[config.mk]
export PLATFORM = sky130hd
export DESIGN_NAME = csa_resolver
export DESIGN_NICKNAME = d
export VERILOG_FILES = /design/src/rtl/csa_resolver.sv
export SDC_FILE = /design/constraint.sdc
export NUM_CORES = 1
export LEC_CHECK = 0
export CORE_MARGIN = 1.5
export CORE_UTILIZATION = 23
export DETAILED_ROUTE_END_ITERATION = 8
export HOLD_SLACK_MARGIN = 0.02
export PLACE_DENSITY = 0.49
export SLEW_MARGIN = 5
export SYNTH_ARGS = -nofsm -noshare
export SYNTH_HDL_FRONTEND = slang
export SYNTH_SLANG_ARGS = --single-unit
[constraint.sdc]
create_clock -name clk -period 3.7 [get_ports clk]
set_clock_uncertainty 0.05 [all_clocks]
set_input_delay 0.555 -clock clk [delete_from_list [all_inputs] [get_ports clk]]
set_output_delay 0.555 -clock clk [all_outputs]
set_load 0.005 [all_outputs]
[src/rtl/csa_resolver.sv]
// csa_resolver: resolves a carry-save pair into a binary sum using a slice-serial ripple add.
module csa_resolver #(
  parameter int WIDTH = 16,
  parameter int SLICE = 6
) (
  input  logic               clk,
  input  logic               rst_n,
  input  logic               in_valid,
  output logic               in_ready,
  input  logic [WIDTH-1:0]   s_in,
  input  logic [WIDTH-1:0]   c_in,
  output logic               out_valid,
  input  logic               out_ready,
  output logic [WIDTH+1:0]   sum_out,
  output logic               busy
);
  localparam int W      = WIDTH + 2;
  localparam int NSLICE = W / SLICE;
  localparam int KW     = NSLICE > 1 ? $clog2(NSLICE) : 1;
  typedef enum logic [1:0] {IDLE, CALC, DONE} state_t;
  state_t state_q, state_d;
  logic [W-1:0] a_q, a_d, b_q, b_d, sum_q, sum_d;
  logic [KW-1:0] k_q, k_d;
  logic carry_q, carry_d;
  logic [SLICE:0] slice_sum;
  logic last;
  assign last = k_q == KW'(NSLICE - 1);
  assign slice_sum = {1'b0, a_q[k_q*SLICE +: SLICE]} + {1'b0, b_q[k_q*SLICE +: SLICE]}
                   + {{SLICE{1'b0}}, carry_q};
  always_ff @(posedge clk)
    if (!rst_n) state_q <= IDLE;
    else        state_q <= state_d;
  always_comb
    state_d = state_q == IDLE ? (in_valid ? CALC : IDLE)
            : state_q == CALC ? (last ? DONE : CALC)
            : (out_ready ? IDLE : DONE);
  always_comb begin
    in_ready  = state_q == IDLE;
    out_valid = state_q == DONE;
    busy      = state_q != IDLE;
  end
  always_comb begin
    a_d     = a_q;
    b_d     = b_q;
    sum_d   = sum_q;
    k_d     = k_q;
    carry_d = carry_q;
    if (state_q == IDLE && in_valid) begin
      a_d     = {2'b00, s_in};
      b_d     = {1'b0, c_in, 1'b0};
      k_d     = '0;
      carry_d = 1'b0;
    end else if (state_q == CALC) begin
      sum_d[k_q*SLICE +: SLICE] = slice_sum[SLICE-1:0];
      carry_d = slice_sum[SLICE];
      k_d     = last ? '0 : k_q + 1'b1;
    end
  end
  always_ff @(posedge clk)
    if (!rst_n) begin
      a_q     <= '0;
      b_q     <= '0;
      sum_q   <= '0;
      k_q     <= '0;
      carry_q <= 1'b0;
    end else begin
      a_q     <= a_d;
      b_q     <= b_d;
      sum_q   <= sum_d;
      k_q     <= k_d;
      carry_q <= carry_d;
    end
  // the extended operands always fit W bits, so the top slice never carries out
  always_ff @(posedge clk)
    if (rst_n && state_q == CALC && last)
      assert (!slice_sum[SLICE]) else $error("top slice carry out");
  assign sum_out = sum_q;
endmodule

==> results by group <==
Setup path
  • Worst setup path category: reg -> reg
  • Worst Path Arrival: 3.06 ns
  • Delay-heaviest family, CP: compound AO/OA/AOI/OAI gates
  • CP max-delay cell: dfxtp_1
  • Critical path launch point type: flop
  • Max stage delay on crit path: 0.39 ns
  • Worst EP required: 3.84 ns
  • Buf/Inv on CP: 3
  • Critical path peak fanout: 15
  • Crit-path cells: buf_4 > inv_1 > a31oi_1 > fa_1 > inv_1 > fa_1 > a21o_1 > a21oi_2 > xnor2_1 > a211oi_1 > a31oi_1 > o21ai_0
  • Crit. End Element: flop

CTS
  • Clock sink count: 55
  • CTS root buf: clkbuf_16
  • Hold_buf cts: 0
  • CTS Buf Count: 5
  • Reg clk slew, reported paths: 0.08 ns
  • H-tree depth: 2
  • Clock buffer depth: 2
  • Post-CTS Setup Bufs: 0
  • Worst-Skew Late Latency: 0.30 ns
  • CTS resizes: 0
  • CTS tree: done

Cells and area
  • Area grow syn2layout: 31.0%
  • Inserted Diodes: 0
  • Finished Cell Area: 3670 sq um
  • Post-Layout Cell Count: 537
  • Final Util: 30.7%
  • Ratio of cells with drive above 1 in the final layout: 4.62%
  • Nets: 438

Synthesis
  • Top cells by area, synth: dfxtp_1, nand2_1, a21boi_0, ha_1, mux2i_1
  • Post-Synthesis Cells: 342
  • Synth Area per Inst: 8.20 sq um
  • Most used flip-flop cell after synthesis: dfxtp_1
  • Synth area leader: dfxtp_1
  • Synthesized flop and latch total: 55
  • Synth async-reset ratio: 0%
  • Unique cell type count in the Yosys netlist: 47
  • Post-synthesis sequential area ratio: 39.3%
  • Post-synth EDFFs: 0
  • Synth Cell Area: 2800 sq um
  • Synth warnings: 0
  • Synthesized Nets: 391
  • Top cell type's share of synthesized area: 39.3%

Floorplanning
  • I/O Pins: 57
  • Core Box Area: 12000 sq um
  • Die ar.: 12900 sq um
  • Die W: 113 um
  • Die height: 113 um
  • Row cnt: 40
  • Initial cell density of the core: 23.4%

Placed design
  • Hpwl dp: 5400 um
  • GP Congestion: 0.876
  • PortBufs: 56
  • Placed inst area: 3500 sq um
  • Placed Instances: 529

Route
  • DRT Wirelength: 6960 um
  • Routed length per instance: 13.0 um
  • Vias per inst: 4.47
  • DRC: 0
  • DRT iter0 DRCs: 110
  • DRT Pass-1 Iters: 4
  • Via count: 2402
  • Final ANT Viol Nets: 0

Timing
  • Setup TNS: 0 ns
  • Slew @ Worst Pin: 1.04 ns
  • FMAX: 0.342 GHz
  • Minimum hold slack: 0.404 ns
  • Hold Fails Final Rpt: 0
  • Tcrit/Tclk final: 79.1%
  • Max_slew headroom: 30.6%
  • Final setup fails: 0
  • Unrepaired setup endpoints after global routing: false
  • Min Tclk post-route: 2.93 ns
  • Pins Over Slew Limit: 0

Power and ir drop
  • IR Drop Worst-Case VDD: 0.175 mV
  • PwrDens: 389 nW/um^2
  • Lkg Pwr: 1.35 nW

GRT
  • Largest net degree at the start of global routing: 34
  • GRT Residual Overflow: 0
  • Vias in the first global route: 2408
  • Total GRT Usage: 11.1%
  • First-pass GRT wire length: 11600 um
  • Initial antenna violation count: 0

Worst hold path
  • Min-delay worst type: reg -> reg

Outcome
  • Status: completed

Flow run
  • MaxCap Viol Count: 0
synthesized netlist by cell type, types with 2 or more instances:
cell type	instances
nand4_1	2
nand2_1	88
nor4_1	2
a21oi_1	9
nand3_1	8
o21ai_1	2
buf_2	7
a22o_1	2
ha_1	11
xnor2_1	3
nand2b_1	2
o21bai_1	2
dfxtp_1	55
and2_1	4
a22oi_1	3
mux2i_1	13
a21boi_1	9
a21boi_0	29
a21oi_2	2
clkbuf_1	13
and3_1	5
xor2_1	3
o22ai_1	5
a31oi_1	3
inv_1	8
fa_1	2
nor2b_1	11
o21ai_0	7
nor2_1	11
nor3_1	3
a211oi_1	2
cells in the final DEF (no fill, tap or decap), types with 2 or more instances in the layout:
master / count
a211oi_1: 2
a21boi_0: 29
a21boi_1: 9
a21oi_1: 9
a21oi_2: 2
a22o_1: 2
a22oi_1: 3
a31oi_1: 3
and2_1: 4
and3_1: 5
buf_4: 5
clkbuf_16: 5
clkdlybuf4s50_1: 56
dfxtp_1: 55
fa_1: 2
ha_1: 11
inv_1: 8
mux2i_1: 13
nand2_1: 88
nand2b_1: 2
nand3_1: 8
nand4_1: 2
nor2_1: 11
nor2b_1: 11
nor3_1: 3
nor4_1: 2
o21ai_0: 7
o21ai_1: 2
o21bai_1: 2
o22ai_1: 5
xnor2_1: 3
xor2_1: 3
cells by family after synthesis:
kind of cell | after synthesis | synth area share (%)
compound gates | 83 | 20.7
xor+xnor | 6 | 1.87
fa+ha+maj | 13 | 6.34
buf+inv | 29 | 4.19
flops | 55 | 39.3
mux | 13 | 4.64
simple gates | 143 | 22.9
state kept, by name (all words and copies together) (netlist names):
| register | count |
|---|---|
| b_q | 16 |
| sum_out | 18 |
| a_q | 16 |
| k_q | 2 |
| state_q | 2 |
| carry_q | 1 |
layer usage:
| metal | track usage (%) | share of wire (%) | vias to the layer above |
|---|---|---|---|
| met1 | 14.6 | 48 | 1069 |
| met3 | 2.39 | 5.2 | 7 |
| met5 | 0 | 0 | - |
| met2 | 18.7 | 46 | 69 |
| met4 | 2.50 | 0.85 | 0 |
| li1 | - | - | 1257 |
tightest hold or removal path, delay by kind of cell, from the launching register on:
kind            cells  cell delay (ns)
compound gates      1             0.05
flops               1             0.31
simple gates        1             0.05
layout make-up:
class | instances | area, sq um
Sequential cell | 55 | 1100
Inverter | 8 | 30.0
Tap cell | 147 | 184
Multi-Input combinational cell | 258 | 1590
Clock inverter | 3 | 50.0
Timing Repair Buffer | 61 | 598
Clock buffer | 5 | 125
Fill cell | 1274 | 8290
through the flow:
| stage | power, mW | setup slack (ns) |
|---|---|---|
| global placement | 0.888 | 0.887 |
| detailed placement | 0.890 | 0.760 |
| global route | 1.50 | 0.499 |
| finish | 1.43 | 0.774 |
| CTS | 1.45 | 0.756 |
| floorplan | 0.795 | 0.755 |
power by group:
group,switching (mW),internal (mW),total (mW)
logic,0.128,0.111,0.239
registers,0.0165,0.618,0.635
clock network,0.230,0.327,0.557
total,0.375,1.06,1.43
final timing paths:
| check | slack, ns | to | depth (start not counted) | from |
|---|---|---|---|---|
| worst min-delay path | 0.40 | b_q[3] | 2 | b_q[3] |
| worst min register to register | 0.40 | b_q[3] | 2 | b_q[3] |
| worst max-delay path | 0.77 | sum_out[8] | 12 | k_q[0] |
| worst max register to register | 0.77 | sum_out[8] | 12 | k_q[0] |
Note: power is estimated with default switching activity, not from simulation.
